===== src/rtl/ecc_err_telemetry.sv =====
// ECC error telemetry: per-class saturating totals, windowed SBE rate alarm FSM and event FIFO.
// Event FIFO is compiled in only when ECC_TELEM_EVT_FIFO_EN is defined; otherwise evt_* outputs are tied to 0.
module ecc_err_telemetry #(
  parameter int CNT_WIDTH     = 16,
  parameter int WINDOW_CYCLES = 1024,
  parameter int SBE_THRESH    = 8,
  parameter int FIFO_DEPTH    = 8
) (
  input  logic                 clk,
  input  logic                 rst_n,
  input  logic                 in_valid,
  input  logic [7:0]           in_syndrome,
  input  logic                 in_sbe,
  input  logic                 in_dbe,
  input  logic                 in_parity,
  input  logic                 clr_cnt,
  input  logic                 clr_alarm,
  output logic [CNT_WIDTH-1:0] sbe_total,
  output logic [CNT_WIDTH-1:0] dbe_total,
  output logic [CNT_WIDTH-1:0] par_total,
  output logic [CNT_WIDTH-1:0] win_sbe,
  output logic                 win_done,
  output logic [1:0]           alarm_state,
  output logic                 alarm_irq,
  output logic                 evt_valid,
  input  logic                 evt_ready,
  output logic [9:0]           evt_data,
  output logic                 evt_ovf
);

  typedef enum logic [1:0] {EVT_NONE = 2'b00, EVT_SBE = 2'b01, EVT_DBE = 2'b10, EVT_PAR = 2'b11} evt_e;
  typedef enum logic [1:0] {ST_NORMAL = 2'b00, ST_WARN = 2'b01, ST_CRIT = 2'b10} alarm_e;

  localparam int WW = (WINDOW_CYCLES > 1) ? $clog2(WINDOW_CYCLES) : 1;
  localparam logic [WW-1:0]        WIN_LAST = WW'(WINDOW_CYCLES - 1);
  localparam logic [CNT_WIDTH-1:0] THRESH   = CNT_WIDTH'(SBE_THRESH);

  function automatic logic [CNT_WIDTH-1:0] sat_inc(input logic [CNT_WIDTH-1:0] v);
    return (&v) ? v : v + CNT_WIDTH'(1);
  endfunction

  evt_e evt_type;
  logic is_sbe, is_dbe, is_par;

  // NOTE: every always_comb output gets a default first so no latch can be inferred.
  always_comb begin
    evt_type = EVT_NONE;
    if (in_valid) begin
      if (in_dbe)                    evt_type = EVT_DBE;
      else if (in_sbe && in_parity)  evt_type = EVT_PAR;
      else if (in_sbe)               evt_type = EVT_SBE;
    end
  end

  assign is_sbe = (evt_type == EVT_SBE);
  assign is_dbe = (evt_type == EVT_DBE);
  assign is_par = (evt_type == EVT_PAR);

  logic [CNT_WIDTH-1:0] sbe_total_q, sbe_total_d, dbe_total_q, dbe_total_d, par_total_q, par_total_d;
  logic [CNT_WIDTH-1:0] win_cnt_sbe_q, win_cnt_sbe_d, win_sbe_q, win_sbe_d, win_sbe_now;
  logic [WW-1:0]        win_cyc_q, win_cyc_d;
  logic                 win_done_d, win_done_q, win_close;

  // Window SBE value including a same-cycle event; this is what a closing window reports.
  assign win_sbe_now = is_sbe ? sat_inc(win_cnt_sbe_q) : win_cnt_sbe_q;
  assign win_close   = (win_cyc_q == WIN_LAST) && !clr_cnt;

  always_comb begin
    sbe_total_d   = sbe_total_q;
    dbe_total_d   = dbe_total_q;
    par_total_d   = par_total_q;
    win_cnt_sbe_d = win_sbe_now;
    win_sbe_d     = win_sbe_q;
    win_cyc_d     = win_cyc_q + WW'(1);
    win_done_d    = 1'b0;
    if (clr_cnt) begin
      sbe_total_d   = '0;
      dbe_total_d   = '0;
      par_total_d   = '0;
      win_cnt_sbe_d = '0;
      win_cyc_d     = '0;
    end else begin
      if (is_sbe) sbe_total_d = sat_inc(sbe_total_q);
      if (is_dbe) dbe_total_d = sat_inc(dbe_total_q);
      if (is_par) par_total_d = sat_inc(par_total_q);
      if (win_close) begin
        win_sbe_d     = win_sbe_now;
        win_done_d    = 1'b1;
        win_cnt_sbe_d = '0;
        win_cyc_d     = '0;
      end
    end
  end

  // NOTE: sequential state uses non-blocking assignments only, so every flop samples pre-edge values.
  always_ff @(posedge clk) begin
    if (!rst_n) begin
      sbe_total_q   <= '0;
      dbe_total_q   <= '0;
      par_total_q   <= '0;
      win_cnt_sbe_q <= '0;
      win_sbe_q     <= '0;
      win_cyc_q     <= '0;
      win_done_q    <= 1'b0;
    end else begin
      sbe_total_q   <= sbe_total_d;
      dbe_total_q   <= dbe_total_d;
      par_total_q   <= par_total_d;
      win_cnt_sbe_q <= win_cnt_sbe_d;
      win_sbe_q     <= win_sbe_d;
      win_cyc_q     <= win_cyc_d;
      win_done_q    <= win_done_d;
    end
  end

  alarm_e alarm_q;
  logic   alarm_irq_q;
  logic   win_hot;

  assign win_hot = (win_sbe_now >= THRESH);

  // DBE beats clr_alarm, which beats window-close evaluation.
  always_ff @(posedge clk) begin
    if (!rst_n) begin
      alarm_q     <= ST_NORMAL;
      alarm_irq_q <= 1'b0;
    end else begin
      alarm_irq_q <= 1'b0;
      if (is_dbe) begin
        alarm_q     <= ST_CRIT;
        alarm_irq_q <= (alarm_q != ST_CRIT);
      end else if (clr_alarm) begin
        alarm_q <= ST_NORMAL;
      end else if (win_close) begin
        case (alarm_q)
          ST_NORMAL: if (win_hot) begin
            alarm_q     <= ST_WARN;
            alarm_irq_q <= 1'b1;
          end
          ST_WARN: if (win_hot) begin
            alarm_q     <= ST_CRIT;
            alarm_irq_q <= 1'b1;
          end else begin
            alarm_q <= ST_NORMAL;
          end
          default: alarm_q <= alarm_q;
        endcase
      end
    end
  end

  assign sbe_total   = sbe_total_q;
  assign dbe_total   = dbe_total_q;
  assign par_total   = par_total_q;
  assign win_sbe     = win_sbe_q;
  assign win_done    = win_done_q;
  assign alarm_state = alarm_q;
  assign alarm_irq   = alarm_irq_q;

`ifdef ECC_TELEM_EVT_FIFO_EN
  localparam int AW = (FIFO_DEPTH > 1) ? $clog2(FIFO_DEPTH) : 1;
  localparam int PW = AW + 1;

  logic [9:0]    mem [FIFO_DEPTH];
  logic [PW-1:0] wr_ptr_q, rd_ptr_q;
  logic          ovf_q, empty, full, push, pop, push_ok, drop;

  assign empty   = (wr_ptr_q == rd_ptr_q);
  assign full    = (wr_ptr_q[AW] != rd_ptr_q[AW]) && (wr_ptr_q[AW-1:0] == rd_ptr_q[AW-1:0]);
  assign push    = (evt_type != EVT_NONE);
  assign pop     = !empty && evt_ready;
  assign push_ok = push && (!full || pop);
  assign drop    = push && full && !pop;

  always_ff @(posedge clk) begin
    if (!rst_n) begin
      wr_ptr_q <= '0;
      rd_ptr_q <= '0;
      ovf_q    <= 1'b0;
    end else begin
      if (push_ok) wr_ptr_q <= wr_ptr_q + PW'(1);
      if (pop)     rd_ptr_q <= rd_ptr_q + PW'(1);
      if (clr_cnt)   ovf_q <= 1'b0;
      else if (drop) ovf_q <= 1'b1;
    end
  end

  // NOTE: storage is deliberately not reset; the pointers alone define which entries are valid.
  always_ff @(posedge clk) begin
    if (push_ok) mem[wr_ptr_q[AW-1:0]] <= {evt_type, in_syndrome};
  end

  assign evt_valid = !empty;
  assign evt_data  = mem[rd_ptr_q[AW-1:0]];
  assign evt_ovf   = ovf_q;
`else
  logic unused_evt;
  assign unused_evt = ^{evt_ready, in_syndrome};
  assign evt_valid  = 1'b0;
  assign evt_data   = '0;
  assign evt_ovf    = 1'b0;
`endif

endmodule


===== config.mk =====
export PLATFORM = sky130hd
export DESIGN_NAME = ecc_err_telemetry
export DESIGN_NICKNAME = d
export VERILOG_FILES = /design/src/rtl/ecc_err_telemetry.sv
export SDC_FILE = /design/constraint.sdc
export NUM_CORES = 1
export LEC_CHECK = 0
export CAP_MARGIN = 30
export CELL_PAD_IN_SITES_DETAIL_PLACEMENT = 0
export CELL_PAD_IN_SITES_GLOBAL_PLACEMENT = 1
export CORE_MARGIN = 2
export CORE_UTILIZATION = 37
export CTS_CLUSTER_SIZE = 25
export DETAILED_ROUTE_END_ITERATION = 8
export PLACE_DENSITY = 0.86
export SYNTH_ARGS = -nofsm -noshare
export SYNTH_HDL_FRONTEND = slang
export SYNTH_SLANG_ARGS = --single-unit

===== constraint.sdc =====
create_clock -name clk -period 2.7 [get_ports clk]
set_input_delay 0.54 -clock clk [delete_from_list [all_inputs] [get_ports clk]]
set_output_delay 0.54 -clock clk [all_outputs]
set_load 0.03 [all_outputs]

; ---- Yosys cells after proc, flatten, opt, wreduce, memory -nomap -nowiden
; Index checks and enable logic that the tools add are counted.
[classes]
n_bitwise = 5
mux = 18
add_sub_neg = 5
reduce_logical = 21
eq_ne = 8
magnitude_cmp = 1
[op_table]
columns = op, count
row1 = adder 16 x 1 -> 16 bit (second input constant), 4
row2 = AND reduction 16 bit, 4
row3 = 2-to-1 mux 16 bit, 2
row4 = greater-or-equal comparator 16 x 4 -> 1 bit (second input constant), 1
row5 = 2-to-1 mux 2 bit, 8
row6 = adder 10 x 1 -> 10 bit (second input constant), 1
row7 = equality test 10 bit (second input constant), 1
row8 = AND reduction 2 bit, 4
row9 = 2-to-1 mux 1 bit, 7
row10 = AND reduction 3 bit, 2
row11 = OR reduction 3 bit, 2
row12 = NOT 1 bit, 5
row13 = equality test 2 x 1 -> 1 bit (second input constant), 2
row14 = equality test 2 bit (second input constant), 2
row15 = inequality test 2 bit (second input constant), 2
row16 = inequality test 4 bit (second input constant), 1
row17 = case mux 2 bit (2 select lines), 1
row18 = nonzero test 4 bit, 1
row19 = OR reduction 2 bit, 2
row20 = nonzero test 3 bit, 1
row21 = logical AND 1 bit, 2
row22 = zero test 2 bit, 1
row23 = nonzero test 2 bit, 1
row24 = zero test 1 bit, 1
[totals]
register_bits = 94
in_bits = 17
word_cells = 68
out_inout_bits = 80

; ---- Logic depth before layout (Yosys ltp)
[depth]
ltp_word = 12
ltp_mapped = 9
mapped_depth_nobuf = 8

; ---- Worst setup path before layout
; No wires, ideal clock.
[synth_timing]
path_type = reg-to-reg
start = reg par_total_q[7], in the netlist par_total[7]
end = reg par_total_q[5], in the netlist par_total[5]
arrival_ns = 1.953
path_buffers = 1
setup_time_ns = 0.128
required_time_ns = 2.572
path_slack_ns = 0.619
period_less_slack_ns = 2.081
path_stages_with_launch = 9
cell_sequence = dfxtp_1 and4_1 nand3_1 o311a_1 buf_2 and3_1 nand4_1 xor2_1 nor2_1
[synth_via]
elab_chain_len = 3
[synth_lines]
columns = element, line_no
row1 = start: declaration, 59  ; logic [CNT_WIDTH-1:0] sbe_total_q, sbe_total_d, dbe_total_q, dbe_total_d, par_total_q, par_total_d;
row2 = start signal: assignment, 108  ; par_total_q <= par_total_d;
row3 = AND reduction 16 bit, 39  ; return (&v) ? v : v + CNT_WIDTH'(1);
row4 = NOT 1 bit (no line), n/a
row5 = AND reduction 2 bit (no line), n/a
; No other way between the ends.
; A chain may end at the register's enable or synchronous reset.

; ---- Final worst setup path
[layout_timing]
start = in in_valid
end = reg alarm_irq_q, in the netlist alarm_irq
[layout_via]
elab_chain_len = 9
elab_cells_between_ends = 10
classes_between = order compare (1) / eq/ne (2) / mux (7)
[layout_lines]
columns = element, line_no
row1 = start: declaration, 11  ; input logic in_valid,
row2 = 2-to-1 mux 2 bit *, 48  ; if (in_valid) begin
row3 = equality test 2 x 1 -> 1 bit, 55  ; assign is_sbe = (evt_type == EVT_SBE);
row4 = 2-to-1 mux 16 bit, 65  ; assign win_sbe_now = is_sbe ? sat_inc(win_cnt_sbe_q) : win_cnt_sbe_q;
row5 = greater-or-equal comparator 16 x 4 -> 1 bit, 120  ; assign win_hot = (win_sbe_now >= THRESH);
row6 = 2-to-1 mux 1 bit, "136, 140"
row7 = 2-to-1 mux 1 bit, n/a
row8 = 2-to-1 mux 1 bit, 134  ; end else if (win_close) begin
row9 = 2-to-1 mux 1 bit, 132  ; end else if (clr_alarm) begin
row10 = 2-to-1 mux 1 bit *, 129  ; if (is_dbe) begin
row11 = end signal: assignment, 131  ; alarm_irq_q <= (alarm_q != ST_CRIT);
row12 = end: declaration, 117  ; logic alarm_irq_q;
; Every way passes the cells marked *; elsewhere a longest branch is shown, timed or not.

==> out/summary.txt <==
Run status - finished clean
Total power of the final layout - 2.70 mW
Clock Root Buffer - sky130_fd_sc_hd__clkbuf_16
Startpoint-to-endpoint class of the critical path - input port to register
Synth cell types - 49
Antenna cell count - 0
Worst slew slack as a fraction of its limit - 0.574
Number of levels the H-tree was split into - 3
Share of layout cells above drive strength 1 - 0.0822
Number of buffers added to fix hold violations after cts - 0
Largest net degree at the start of global routing - 51
Most used flip-flop cell after synthesis - sky130_fd_sc_hd__dfxtp_1
Count of clock tree sinks - 94
Via count of the first global-routing pass - 3412
Share of async-settable or async-resettable flops after synthesis - 0
Final Critical Period - 2.31 ns
Antenna violations before repair - 0
Highest clock frequency the design can meet - 434 MHz
Arrival time at the worst endpoint - 2.53 ns
Routed met2 length - 4270 um
Max-cap viol count - 0
R2r setup slk - 0.48 ns
Number of buffers between clock root and the deepest sink - 2
Detail-routed net length per standard cell - 13.0 um
Warnings from Yosys - 0
Post-CTS Setup Bufs - 0
Total routing usage reported by global routing - 0.153
Setup repair after global routing missed its margin - false
Highest Signal Layer - met4
Worst setup path end - alarm_irq$_SDFF_PN0_
Detailed-routing wirelength on met1 - 4320 um
Flip-flop and latch count after synthesis - 94
First-pass GRT wire length - 15800 um
Average cell area after synthesis - 8.83 sq um
# nets final - 589
TritonCTS clock tree - built
Worst setup path startpoint - in_valid
Launch point of the worst reg-to-reg path - win_cnt_sbe_q[0]$_SDFF_PP0_
Die outline area - 12500 sq um
Area added between synthesis and finish - 28.0%
Hold violation count in the final report - 0
Length in cells of the worst reg-to-reg path - 8
Final instance area - 5490 sq um
Placed cell count - 699
Final Wtd Congestion - 0.843
Cell area power density - 491 nW/um^2
Detailed-placement wirelength estimate - 6780 um
Hold crit path type - register to register
Chip Height - 112 um
Non-Filler Instances - 715
Source-to-sink clock delay at the later pin of the worst-skew pair - 0.34 ns
I/O Buffers - 75
Antenna-violating nets left - 0
Number of standard-cell rows in the floorplan - 39
Core Area - 11400 sq um
Total setup violations reported at the end of the flow - 0
Fin crit share - 0.854
Routed wl met3 - 584 um
Width of the die - 112 um
Crit Path Max Fanout - 4
Total congestion overflow after global routing - 0
DP Area - 5210 sq um
# resized after CTS - 0
Launching element type of the critical path - input port
VDD IR-drop max - 257 uV
Sequential cell area fraction in the yosys report - 0.438
Effective utilization at floorplan - 0.377
Num CTS Buffers - 9
Number of I/O pins - 97
Leakage power figure - 1.90 nW
Cells after Synth - 486
DRC violations left - 0
Wirelength, routed - 9270 um
Iter 0 DRT Violations - 138
Number of vias after detailed routing - 3553
Multi-input logic area - 2250 sq um
Layout Utilization - 0.483
Summed instance area of the synthesized netlist - 4290 sq um
Via-per-instance ratio - 4.97
Total area of sequential cells - 1880 sq um
Total Neg Setup Slack - 0 ns
Slew of the pin with the lowest slew margin - 0.638 ns
Number of enable flip-flop cells after synthesis - 0
Layout Skew - 0.00828 ns
Clock-pin slew on the worst setup and hold paths - 0.06 ns
Required time of the worst setup path - 2.92 ns
Final number of max-transition violations - 0
Crit Reg-Reg Endpoint - alarm_irq$_SDFF_PN0_
Number of optimization iterations in the first detailed-route pass - 4
Critical Path End Type - register
FILL cells - 1119
routing by layer:
metal  vias up  global-route usage
li1       1811                   -
met1      1662               0.193
met2        73               0.252
met3         7              0.0495
met5         -                   0
met4         0              0.0420
logic make-up after synthesis:
kind of cell,count (synthesis),synth area share
AO/OA/AOI/OAI,43,0.0694
XOR/XNOR,59,0.120
adder cells (fa/ha/maj),5,0.0146
buffers and inverters,40,0.0472
flip-flops,94,0.438
multiplexers,8,0.0187
other,1,0.000874
AND/OR/NAND/NOR,236,0.290
worst min path at each step:
stage	slack [ns]	cells past startpoint	startpoint	endpoint
floorplan	0.43	1	win_cyc_q[0]$_SDFF_PP0_	win_cyc_q[0]$_SDFF_PP0_
global placement	0.44	1	win_cyc_q[0]$_SDFF_PP0_	win_cyc_q[0]$_SDFF_PP0_
detailed placement	0.44	1	win_cyc_q[0]$_SDFF_PP0_	win_cyc_q[0]$_SDFF_PP0_
CTS	0.46	1	win_cyc_q[0]$_SDFF_PP0_	win_cyc_q[0]$_SDFF_PP0_
global route	0.47	1	win_cyc_q[0]$_SDFF_PP0_	win_cyc_q[0]$_SDFF_PP0_
finish	0.45	1	win_cyc_q[0]$_SDFF_PP0_	win_cyc_q[0]$_SDFF_PP0_
placed cells by master, fill, tap and decap left out, drive strengths merged, types with 14 or more instances in the layout:
cell type | netlist | routed
xnor2 | 21 | 21
buf | 18 | 15
clkdlybuf4s50 | 0 | 75
nand2 | 21 | 21
nor2 | 102 | 102
nand3 | 35 | 35
xor2 | 38 | 38
a211oi | 14 | 14
nand4 | 18 | 18
dfxtp | 94 | 94
layout make-up:
class	instances	area share
flip-flops and latches	94	0.343
well taps	143	0.0326
clock buffers	10	0.0435
multi-input cells	363	0.410
clock inverters	6	0.00843
inverters	9	0.00615
repair buffers	90	0.157
worst max-delay path, stage by stage:
cell and delay [ns]:
sky130_fd_sc_hd__clkdlybuf4s50_1 0.60, sky130_fd_sc_hd__and3b_1 0.25, sky130_fd_sc_hd__nand4_1 0.21, sky130_fd_sc_hd__nor3_2 0.33, sky130_fd_sc_hd__nor3_1 0.10, sky130_fd_sc_hd__nand4_1 0.13
sky130_fd_sc_hd__o31ai_2 0.09, sky130_fd_sc_hd__o41ai_1 0.29
power by group:
group	internal, mW	total, mW	switching, mW
clock	0.654	1.20	0.546
combinational	0.0314	0.102	0.0705
sequential	1.39	1.39	0.00420
through the flow:
stage,setup WS (ns),hold WS [ns]
2_1_floorplan,0.619,0.426
3_3_place_gp,0.0620,0.441
3_5_place_dp,0.0461,0.441
4_1_cts,0.385,0.456
5_1_grt,0.224,0.473
6_report,0.395,0.451
cell usage after synthesis, types with 9 or more instances:
master,count,area (sq um)
sky130_fd_sc_hd__nor2_1,102,383
sky130_fd_sc_hd__dfxtp_1,94,1880
sky130_fd_sc_hd__xor2_1,38,333
sky130_fd_sc_hd__nand3_1,34,170
sky130_fd_sc_hd__nand2_1,21,78.8
sky130_fd_sc_hd__xnor2_1,21,184
sky130_fd_sc_hd__nand4_1,17,106
sky130_fd_sc_hd__a211oi_1,14,105
sky130_fd_sc_hd__clkbuf_1,13,48.8
sky130_fd_sc_hd__buf_4,12,90.1
sky130_fd_sc_hd__and3_1,9,56.3
sky130_fd_sc_hd__inv_1,9,33.8
state kept, by name, summed over array words and instances, names as in the netlist:
name           count
alarm_irq          1
win_cnt_sbe_q     16
dbe_total         16
win_cyc_q         10
alarm_state        2
win_done           1
sbe_total         16
par_total         16
win_sbe           16
Power figures use the tool's default switching activity.
==> RTL edit (config.mk and constraints unchanged) <==
Set the parameter `CNT_WIDTH` to 14 (it was 16).
--- a/src/rtl/ecc_err_telemetry.sv
+++ b/src/rtl/ecc_err_telemetry.sv
@@ -1,7 +1,7 @@
 // ECC error telemetry: per-class saturating totals, windowed SBE rate alarm FSM and event FIFO.
 // Event FIFO is compiled in only when ECC_TELEM_EVT_FIFO_EN is defined; otherwise evt_* outputs are tied to 0.
 module ecc_err_telemetry #(
-  parameter int CNT_WIDTH     = 16,
+  parameter int CNT_WIDTH     = 14,
   parameter int WINDOW_CYCLES = 1024,
   parameter int SBE_THRESH    = 8,
   parameter int FIFO_DEPTH    = 8
Ports: changed (resized dbe_total, par_total, sbe_total and win_sbe); port bits go from 97 to 89. The function was not compared with the original's and may differ.
==> RTL edit against the original RTL <==
Wire length fell by 1.7%; synthesized area fell by 7.8%; synthesized cell count fell by 6.2%; critical path depth fell by 1; total power fell by 15%; worst hold slack improved by 0.017 ns; cell count fell by 5.7%; setup slack barely moved; register-to-register slack improved by 0.07 ns; sequential power fell by 10%; sequential cell count fell by 10; design area fell by 9.0%; utilization fell by 0.083 points.
==> RTL edit: results (changes against the original RTL) <==
logic_synthesis:
  synth.area.top_cells: "dfxtp_1, nor2_1, xnor2_1"  # was dfxtp_1, nor2_1, xor2_1
  ys_top_cells_by_count: "dfxtp_1, nor2_1, nand2_1"  # was nor2_1, dfxtp_1, xor2_1
  synth_cell_types: 48  # was 49
  synth.avg_cell_area_um2: 8.68  # was 8.83 um^2
  async_reset_ff_frac: 0  # unchanged
  ys_seq_area_frac: 0.425  # was 0.438
  yosys_warnings: 0  # unchanged
sta:
  clock_skew_ns: 0.0109  # was 0.00828 ns
  tightest_slew_ns: 0.750  # was 0.638 ns
clock_network:
  cts_resized: 0  # unchanged
  cts_made_buffers: 9  # unchanged
  clockBufferDepth: 2  # unchanged
  cts_setup_buffers: 0  # unchanged
  root_buffer: "clkbuf_8"  # was clkbuf_16
  htreeDepth: 3  # unchanged
  clk_pin_slew_ns: 0.09  # was 0.06 ns
  clk_latency_ns: 0.36  # was 0.34 ns
routing:
  drtIter0Drc: 129  # was 138
  drt-pass1-iter-count: 4  # unchanged
  wl_um: 9110  # was 9270 um
  avgViaCountPerCell: 5.01  # was 4.97
layout:
  layout.cells.non_filler: 674  # was 715
  antenna_cells: 0  # unchanged
  n_fill_cell: 998  # was 1119
  drive_gt1_frac: 0.0762  # was 0.0822
  nets: 555  # was 589
placed_design:
  gp_congestion: 0.830  # was 0.843
  port_buffers: 67  # was 75
  dpl-instance-area_um2: 4790  # was 5210 um^2
  dp_cells: 658  # was 699
  dp_hpwl_um: 6470  # was 6780 um
  dp_slack_ns: 0.0207  # was 0.0461 ns
grt:
  grt_max_degree: 45  # was 51
  grt_pass1_wl_um: 15100  # was 15800 um
  grt.overflow.total: 0  # unchanged
  antenna_found_initial: 0  # unchanged
  grt.total_usage: 0.163  # was 0.153
  grt_pass1_vias: 3124  # was 3412
power_and_ir_drop:
  p_leak_nw: 1.67  # was 1.90 nW
  irDropWorstVdd_uv: 274  # was 257 uV
worst_setup_path:
  arrival_ns: 2.55  # was 2.53 ns
  cpPeakStageDelay_ns: 0.45  # was 0.60 ns
  slowest_stage: "clkdlybuf4s50_1"  # unchanged
  critPathMaxFanout: 7  # was 4
run_status:
  status: "complete, no violations"  # unchanged
hold_path:
  hold_path.class: "flip-flop to flip-flop"  # unchanged
RTL edit: cell types whose count changed after synthesis, sizes merged, moves of 12 or more:
| cell | delta |
|---|---|
| xor2 | -13 |
| nand2 | +23 |
| nor2 | -20 |
| nand3 | -14 |
| a211oi | -12 |
| o21a | +12 |
RTL edit: final timing paths:
kind                     from              to  slack [ns]  depth (start not counted)
max reg2reg  win_cnt_sbe_q[0]  alarm_state[0]        0.55                          7
min reg2reg      win_cyc_q[0]    win_cyc_q[0]        0.47                          1
min              win_cyc_q[0]    win_cyc_q[0]        0.47                          1
max                 in_parity  alarm_state[0]        0.39                          7
RTL edit: power breakdown:
part | total [mW] | switching, mW | leakage [nW] | internal (mW)
Sequential | 1.25 | 0.00417 | 0.677 | 1.24
Clock | 0.935 | 0.476 | 0.0955 | 0.459
Combinational | 0.0995 | 0.0697 | 0.893 | 0.0298
Total | 2.28 | 0.550 | 1.67 | 1.73
RTL edit: metal layers:
layer  vias to the layer above  track usage  part of all wire
met5                         -            0                 0
met4                         0       0.0549             0.012
met3                         9       0.0369             0.042
met2                        77        0.266              0.46
met1                      1588        0.213              0.49
li1                       1706            -                 -
RTL edit: metrics by stage:
stage / util / power (mW)
5_1_grt: 0.482 / 2.37
6_report: 0.482 / 2.28
3_5_place_dp: 0.462 / 1.37
4_1_cts: 0.482 / 2.31
2_1_floorplan: - / 1.35
3_3_place_gp: 0.462 / 1.37
RTL edit: critical path, delay by kind of cell:
family,cells,cell delay (ns)
buffers and inverters,1,0.45
and+or+nand+nor,3,0.97
AOI/OAI and AO/OA,3,0.58
RTL edit: cell type report:
| cell class | count | area share |
|---|---|---|
| multi-input cells | 350 | 0.429 |
| flip-flops and latches | 84 | 0.336 |
| repair buffers | 80 | 0.154 |
| well taps | 136 | 0.0340 |
| clock buffers | 10 | 0.0275 |
| clock inverters | 6 | 0.0140 |
| inverters | 8 | 0.00600 |
RTL edit: cell families after synthesis:
kind of cell / share of synthesized area
AOI/OAI and AO/OA: 0.0898
xor gates and xnor gates: 0.117
adders and majority gates: 0.0158
buffers and inverters: 0.0436
DFF: 0.425
muxes: 0.0126
other: 0.000948
and+or+nand+nor: 0.295
